<file path="config.mk">
export PLATFORM = sky130hd
export DESIGN_NAME = hazard_issue_queue
export DESIGN_NICKNAME = d
export VERILOG_FILES = /design/src/rtl/hdr_pkg.sv /design/src/rtl/hdr_channel_fifo.sv /design/src/rtl/hazard_issue_queue.sv
export SDC_FILE = /design/constraint.sdc
export NUM_CORES = 1
export LEC_CHECK = 0
export CORE_ASPECT_RATIO = 0.6
export CORE_MARGIN = 4
export CORE_UTILIZATION = 45
export CTS_CLUSTER_SIZE = 16
export DETAILED_ROUTE_END_ITERATION = 8
export PLACE_DENSITY_LB_ADDON = 0.12
export SYNTH_ARGS = -nofsm -noshare
export SYNTH_HDL_FRONTEND = slang
export SYNTH_HIERARCHICAL = 1
export SYNTH_SLANG_ARGS = --single-unit
</file>
<file path="constraint.sdc">
create_clock -name clock_i -period 6.49 [get_ports clock_i]
set_clock_uncertainty 0.1 [all_clocks]
set_input_delay 1.298 -clock clock_i [delete_from_list [all_inputs] [get_ports clock_i]]
set_output_delay 1.298 -clock clock_i [all_outputs]
set_load 0.01 [all_outputs]
</file>
<file path="src/rtl/hdr_pkg.sv">
`default_nettype none
// ============================================================================
// hdr_pkg : shared widths, entry layout and defaults for hazard_issue_queue
// Rev 1.0
// ============================================================================
package hdr_pkg;

  localparam int DEF_REG_W       = 5;
  localparam int DEF_OPC_W       = 7;
  localparam int DEF_SEC_W       = 16;
  localparam int DEF_STALL_DELAY = 8;

  // Field order, MSB first, matches the packing used for every FIFO entry
  typedef struct packed {
    logic                 enable;
    logic                 pwrite;
    logic                 pread;
    logic                 sread;
    logic [1:0]           func_type;
    logic [DEF_OPC_W-1:0] opcode;
    logic [DEF_REG_W-1:0] prim;
    logic [DEF_SEC_W-1:0] sec;
  } hdr_entry_t;

  localparam int DEF_ENTRY_W = $bits(hdr_entry_t);

  function automatic int entry_width(input int opc_w, input int reg_w, input int sec_w);
    return 6 + opc_w + reg_w + sec_w;
  endfunction

endpackage
`default_nettype wire

</file>
<file path="src/rtl/hdr_channel_fifo.sv">
`default_nettype none
// ============================================================================
// hdr_channel_fifo : DEPTH-entry per-channel instruction FIFO with occupancy
// Rev 1.0
// ============================================================================
module hdr_channel_fifo
  import hdr_pkg::*;
#(
  parameter int DEPTH = 8,
  parameter int W     = DEF_ENTRY_W
) (
  input  logic                     clk,
  input  logic                     rst_n,
  input  logic                     push_i,
  input  logic                     pop_i,
  input  logic [W-1:0]             din_i,
  output logic [W-1:0]             head_o,
  output logic [$clog2(DEPTH):0]   count_o,
  output logic                     full_o
);

  localparam int PW = $clog2(DEPTH);
  localparam logic [PW:0] FULL_CNT = (PW+1)'(DEPTH);

  logic [W-1:0]  mem_q [DEPTH];
  logic [W-1:0]  mem_d [DEPTH];
  logic [PW-1:0] wr_ptr_q, wr_ptr_d;
  logic [PW-1:0] rd_ptr_q, rd_ptr_d;
  logic [PW:0]   count_q, count_d;
  logic          push_ok, pop_ok;

  // Full comes from the registered count, so a same-cycle pop never frees a slot
  assign full_o  = (count_q == FULL_CNT);
  assign push_ok = push_i && !full_o;
  assign pop_ok  = pop_i && (count_q != '0);
  assign head_o  = mem_q[rd_ptr_q];
  assign count_o = count_q;

  always_comb begin
    mem_d    = mem_q;
    wr_ptr_d = wr_ptr_q;
    rd_ptr_d = rd_ptr_q;
    count_d  = count_q;
    if (push_ok) begin
      mem_d[wr_ptr_q] = din_i;
      wr_ptr_d        = wr_ptr_q + 1'b1;
    end
    if (pop_ok) begin
      rd_ptr_d = rd_ptr_q + 1'b1;
    end
    if (push_ok && !pop_ok) begin
      count_d = count_q + 1'b1;
    end else if (!push_ok && pop_ok) begin
      count_d = count_q - 1'b1;
    end
  end

  always_ff @(posedge clk or negedge rst_n) begin
    if (!rst_n) begin
      mem_q    <= '{default: '0};
      wr_ptr_q <= '0;
      rd_ptr_q <= '0;
      count_q  <= '0;
    end else begin
      mem_q    <= mem_d;
      wr_ptr_q <= wr_ptr_d;
      rd_ptr_q <= rd_ptr_d;
      count_q  <= count_d;
    end
  end

endmodule
`default_nettype wire

</file>
<file path="src/rtl/hazard_issue_queue.sv">
`default_nettype none
// ============================================================================
// hazard_issue_queue : N-channel issue queue with shared RAW scoreboard and
// intra-bundle hazard detection. Optional writeback release: HDR_WB_RELEASE_EN
// Rev 1.0
// ============================================================================
module hazard_issue_queue
  import hdr_pkg::*;
#(
  parameter int NUM_CH      = 2,
  parameter int DEPTH       = 8,
  parameter int NUM_REGS    = 32,
  parameter int REG_W       = DEF_REG_W,
  parameter int OPC_W       = DEF_OPC_W,
  parameter int SEC_W       = DEF_SEC_W,
  parameter int STALL_DELAY = DEF_STALL_DELAY
) (
  input  logic                              clock_i,
  input  logic                              reset_i,
  input  logic [NUM_CH-1:0]                 enable_i,
  input  logic [NUM_CH-1:0]                 pwrite_i,
  input  logic [NUM_CH-1:0]                 pread_i,
  input  logic [NUM_CH-1:0]                 sread_i,
  input  logic [2*NUM_CH-1:0]               func_type_i,
  input  logic [OPC_W*NUM_CH-1:0]           opcode_i,
  input  logic [REG_W*NUM_CH-1:0]           prim_operand_i,
  input  logic [SEC_W*NUM_CH-1:0]           sec_operand_i,
`ifdef HDR_WB_RELEASE_EN
  input  logic [NUM_CH-1:0]                 wb_valid_i,
  input  logic [REG_W*NUM_CH-1:0]           wb_reg_i,
`endif
  input  logic                              should_stall_i,
  output logic [NUM_CH-1:0]                 full_o,
  output logic [NUM_CH-1:0]                 hazard_o,
  output logic [NUM_CH*($clog2(DEPTH)+1)-1:0] count_o,
  output logic [NUM_CH-1:0]                 enable_o,
  output logic [NUM_CH-1:0]                 pwrite_o,
  output logic [NUM_CH-1:0]                 pread_o,
  output logic [NUM_CH-1:0]                 sread_o,
  output logic [2*NUM_CH-1:0]               func_type_o,
  output logic [OPC_W*NUM_CH-1:0]           opcode_o,
  output logic [REG_W*NUM_CH-1:0]           prim_operand_o,
  output logic [SEC_W*NUM_CH-1:0]           sec_operand_o
);

  localparam int CW       = $clog2(DEPTH) + 1;
  localparam int SB_W     = $clog2(STALL_DELAY + 1);
  localparam int EW       = entry_width(OPC_W, REG_W, SEC_W);
  localparam int PRIM_LSB = SEC_W;
  localparam int OPC_LSB  = SEC_W + REG_W;
  localparam int FT_LSB   = OPC_LSB + OPC_W;
  localparam int SR_B     = FT_LSB + 2;
  localparam int PR_B     = SR_B + 1;
  localparam int PW_B     = PR_B + 1;
  localparam int EN_B     = PW_B + 1;
  localparam logic [SB_W-1:0] SB_SET = SB_W'(STALL_DELAY);

  logic [EW-1:0]     head    [NUM_CH];
  logic [EW-1:0]     issue_q [NUM_CH];
  logic [EW-1:0]     issue_d [NUM_CH];
  logic [REG_W-1:0]  h_prim  [NUM_CH];
  logic [REG_W-1:0]  h_src2  [NUM_CH];
  logic [SB_W-1:0]   sb_q    [NUM_REGS];
  logic [SB_W-1:0]   sb_d    [NUM_REGS];
  logic [NUM_CH-1:0] hazard_q, hazard_d;
  logic [NUM_CH-1:0] has_data, blocked, ready, pop;
  logic [NUM_CH-1:0] h_pwrite, h_pread, h_sread;

  generate
    for (genvar c = 0; c < NUM_CH; c++) begin : g_ch
      logic [CW-1:0] cnt;

      hdr_channel_fifo #(
        .DEPTH (DEPTH),
        .W     (EW)
      ) u_fifo (
        .clk     (clock_i),
        .rst_n   (reset_i),
        .push_i  (enable_i[c]),
        .pop_i   (pop[c]),
        .din_i   ({enable_i[c], pwrite_i[c], pread_i[c], sread_i[c],
                   func_type_i[2*c +: 2], opcode_i[OPC_W*c +: OPC_W],
                   prim_operand_i[REG_W*c +: REG_W], sec_operand_i[SEC_W*c +: SEC_W]}),
        .head_o  (head[c]),
        .count_o (cnt),
        .full_o  (full_o[c])
      );

      assign count_o[CW*c +: CW] = cnt;
      assign has_data[c] = (cnt != '0);
      assign h_pwrite[c] = head[c][PW_B];
      assign h_pread[c]  = head[c][PR_B];
      assign h_sread[c]  = head[c][SR_B];
      assign h_prim[c]   = head[c][PRIM_LSB +: REG_W];
      assign h_src2[c]   = head[c][REG_W-1:0];

      assign enable_o[c]                      = issue_q[c][EN_B];
      assign pwrite_o[c]                      = issue_q[c][PW_B];
      assign pread_o[c]                       = issue_q[c][PR_B];
      assign sread_o[c]                       = issue_q[c][SR_B];
      assign func_type_o[2*c +: 2]            = issue_q[c][FT_LSB +: 2];
      assign opcode_o[OPC_W*c +: OPC_W]       = issue_q[c][OPC_LSB +: OPC_W];
      assign prim_operand_o[REG_W*c +: REG_W] = issue_q[c][PRIM_LSB +: REG_W];
      assign sec_operand_o[SEC_W*c +: SEC_W]  = issue_q[c][SEC_W-1:0];
    end
  endgenerate

  assign hazard_o = hazard_q;

  // Channels resolve in index order so a lower channel's issue decision is
  // known when checking the higher channels of the same bundle.
  always_comb begin
    blocked = '0;
    ready   = '0;
    for (int c = 0; c < NUM_CH; c++) begin
      if (h_pread[c] && (sb_q[h_prim[c]] != '0)) blocked[c] = 1'b1;
      if (h_sread[c] && (sb_q[h_src2[c]] != '0)) blocked[c] = 1'b1;
      for (int k = 0; k < c; k++) begin
        if (ready[k] && h_pwrite[k] &&
            ((h_pread[c] && (h_prim[k] == h_prim[c])) ||
             (h_sread[c] && (h_prim[k] == h_src2[c])))) begin
          blocked[c] = 1'b1;
        end
      end
      ready[c] = has_data[c] && !blocked[c];
    end
  end

  always_comb begin
    issue_d  = issue_q;
    hazard_d = hazard_q;
    pop      = '0;
    if (!should_stall_i) begin
      for (int c = 0; c < NUM_CH; c++) begin
        pop[c]      = ready[c];
        hazard_d[c] = has_data[c] && blocked[c];
        issue_d[c]  = ready[c] ? head[c] : '0;
      end
    end
  end

  // Priority, lowest to highest: countdown, writeback clear, issue set
  always_comb begin
    for (int r = 0; r < NUM_REGS; r++) begin
      sb_d[r] = (sb_q[r] != '0) ? (sb_q[r] - 1'b1) : '0;
    end
`ifdef HDR_WB_RELEASE_EN
    for (int c = 0; c < NUM_CH; c++) begin
      if (wb_valid_i[c]) sb_d[wb_reg_i[REG_W*c +: REG_W]] = '0;
    end
`endif
    if (!should_stall_i) begin
      for (int c = 0; c < NUM_CH; c++) begin
        if (ready[c] && h_pwrite[c]) sb_d[h_prim[c]] = SB_SET;
      end
    end
  end

  always_ff @(posedge clock_i or negedge reset_i) begin
    if (!reset_i) begin
      issue_q  <= '{default: '0};
      hazard_q <= '0;
      sb_q     <= '{default: '0};
    end else begin
      issue_q  <= issue_d;
      hazard_q <= hazard_d;
      sb_q     <= sb_d;
    end
  end

endmodule
`default_nettype wire
</file>
==> flow_summary.ini <==
[clocking]
post_cts_resized = 0
hold_buffers = 0
cts_inserted_buffers = 75
clk_latency_ns = 0.66
post-cts-setup-buffer-count = 0
clkSinkCount = 762
tritoncts = done
clockBufferDepth = 3
root_buffer = clkbuf_16
htreeDepth = 3
clkSlewWorstSetupHoldPaths_ns = 0.06

[critical_path]
critPathMaxFanout = 38
required_ns = 6.91
cpMaxStageDelayCell = buf_4
startpoint_type = flop
slowest_delay_ns = 0.56
cp-end-kind = flop
cp.arrival_ns = 6.23
ff2ff_path_depth = 18
r2r_slack_ns = 0.68
timing.critical_path.from = g_ch[0].u_fifo/rd_ptr_q[1]
cp-endpoint = g_ch[1].u_fifo/count_o[3]
crit_chain = buf_4, mux4_2, mux2_2, nor2b_1, and3b_1, a22oi_1, nand4_1, o41ai_2, nand3_2, nand3_4, inv_2, o41ai_1, ha_1, inv_1, ha_1, or4_1, o211ai_1, o211ai_1
worstSetupPathType = reg -> reg
reg2reg_from = g_ch[0].u_fifo/rd_ptr_q[1]
reg2reg_to = g_ch[1].u_fifo/count_o[3]

[synthesis]
synth_seq_area_share_pct = 51.63
synth_area_per_cell_um2 = 14.20
synth_top_area_share_pct = 51.63
syn_nets = 2683
synthTopCellsByArea = dfrtp_1 (52%), mux2_2 (17%), mux4_2 (9.1%), mux2_4 (3.2%), a22o_1 (1.6%)
postSynthCellCount = 2600
yosys_warnings = 6
synth_seq_cells = 762
synth_edf_count = 0
yosysTopAreaCell = dfrtp_1
yosysUniqueCellTypes = 85
synth_ff_type = dfrtp_1
async_reset_ff_share_pct = 100.0
netlist_area_um2 = 36930

[die]
die_w_um = 377.8
std_cell_rows = 81
die_h_um = 229.9
die_area_um2 = 86860
top_level_ports = 151
start_util_pct = 45.38
core_um2 = 81380

[sta]
slew_violations = 0
hold_ws_ns = 0.3849
min_period_ns = 5.809
finalHoldViolations = 0
setup_slack_ns = 0.6813
fin_crit_sh_pct = 89.50
maxSlewHeadroom_pct = 14.62
rsz0062_at_grt = no
finalSetupTns_ns = 0
setup_violations = 0
fmax_mhz = 172.2
worst_pin_slew_ns = 1.270

[final_layout]
fin_cells = 3873
nFillCells = 6688
num-nets-final = 2813
final_layout_size_suffix_gt1_share_pct = 37.55
final_util_pct = 51.63
mostFrequentLayoutCell = dfrtp_1
seq_area_um2 = 19080
multi_input_area_um2 = 16780
layout_common_cells = dfrtp_1 (756), mux2_2 (557), mux4_2 (149), clkdlybuf4s50_1 (148), nor2_1 (99)
synthToLayoutAreaGrowth_pct = 13.77

[pwr]
p_per_area_nw_per_um2 = 600.9
leakage_nw = 18.18
ir_worst_vdd_mv = 0.5057

[grt]
grt_antenna_before_repair = 8
grt-ovfl-total = 0
grt_pass1_vias = 24252
grt_max_degree = 179
grt_pass1_wl_um = 152100
grt_usage_pct = 22.83

[worst_hold_path]
hold_path.class = reg -> reg

[route]
routed_wl_um = 98830
first_iter_violations = 1871
post_drt_wl_per_cell_um = 25.52
first_pass_iters = 5
via_count = 23497
ant_nets = 0
vias_per_cell = 6.067
drc = 0

[placed_design]
dp_hpwl_um = 63150
place_congestion = 0.9173
port_buffers = 150
dp_cells = 3732
post-place-ws_ns = 0.8089

[status]
status = finished clean

[job]
drv_cap = 0
==> where the power goes <==
| part | switching [mW] | internal (mW) | total [mW] |
|---|---|---|---|
| logic | 6.21 | 6.00 | 12.2 |
| registers | 1.53 | 6.92 | 8.45 |
| clock network | 1.97 | 2.61 | 4.59 |
| total | 9.72 | 15.5 | 25.2 |
==> registers in the layout, indices dropped and copies added (netlist names) <==
name                  flops
enable_o                  2
func_type_o               4
g_ch.u_fifo/count_o       8
g_ch.u_fifo/mem_q       544
g_ch.u_fifo/rd_ptr_q      6
g_ch.u_fifo/wr_ptr_q      6
hazard_o                  2
opcode_o                 14
pread_o                   2
prim_operand_o           10
pwrite_o                  2
sb_q                    128
sec_operand_o            32
sread_o                   2
==> critical path, delay by kind of cell, from the launching register on <==
| kind | cells | cell delay [ns] |
|---|---|---|
| multiplexers | 2 | 0.82 |
| buffers and inverters | 3 | 0.73 |
| AO/OA/AOI/OAI | 5 | 1.07 |
| adder cells (fa/ha/maj) | 2 | 0.77 |
| flip-flops | 1 | 0.53 |
| AND/OR/NAND/NOR | 6 | 1.61 |
==> cells by family (layout without fill, tap and decap cells) <==
family	after synthesis	count (layout)	share of synthesized area, %
muxes	799	799	29.66
DFF	762	762	51.63
and+or+nand+nor	482	482	7.477
AOI/OAI and AO/OA	345	345	7.183
buffers and inverters	178	369	3.080
xor gates and xnor gates	22	22	0.5217
adders and majority gates	12	12	0.4472
other	0	3	0
==> cell type report <==
class	count	share of cell area, %
Clock inverter	34	0.9827
Sequential cell	762	45.41
Multi-Input combinational cell	1660	39.95
Antenna cell	3	0.01787
Inverter	14	0.1727
Clock buffer	104	5.179
Tap cell	1079	3.213
Timing Repair Buffer	217	5.074
==> metal layers <==
metal	share of wire (%)	up-vias	wire length [um]	global-route usage, %
li1	-	10169	-	-
met2	42	713	41380	32.01
met1	49	12458	48050	35.15
met5	0.081	-	80	0
met4	1.8	10	1818	5.067
met3	7.6	147	7499	6.426
==> worst min path at each step <==
stage                             start  slack, ns                  endpoint  cells past startpoint
3_5_place_dp   g_ch[0].u_fifo/mem_q[30]       0.37  g_ch[0].u_fifo/mem_q[30]                      1
2_1_floorplan  g_ch[0].u_fifo/mem_q[38]       0.35  g_ch[0].u_fifo/mem_q[38]                      1
4_1_cts        g_ch[0].u_fifo/mem_q[30]       0.39  g_ch[0].u_fifo/mem_q[30]                      1
6_report       g_ch[0].u_fifo/mem_q[30]       0.38  g_ch[0].u_fifo/mem_q[30]                      1
5_1_grt        g_ch[0].u_fifo/mem_q[30]       0.40  g_ch[0].u_fifo/mem_q[30]                      1
3_3_place_gp   g_ch[0].u_fifo/mem_q[38]       0.37  g_ch[0].u_fifo/mem_q[38]                      1
==> cells in the mapped netlist, types with 25 or more instances <==
cell,n
dfrtp_1,762
mux2_2,557
mux4_2,149
nor2_1,99
nand2_1,85
mux2_4,78
a22o_1,67
clkbuf_1,56
buf_6,43
nor3_1,38
nand3_1,36
o211a_1,36
o21ai_0,34
nor4_1,33
a21oi_1,32
buf_2,31
and3_1,30
nor2b_1,30
a211oi_1,25
==> stage by stage <==
step | area (um2) | power, mW
floorplan | 36930 | 16.95
global placement | 39420 | 20.20
detailed placement | 39420 | 20.56
CTS | 42010 | 25.27
global route | 42010 | 26.68
finish | 42020 | 25.25
Power figures use the tool's default switching activity.
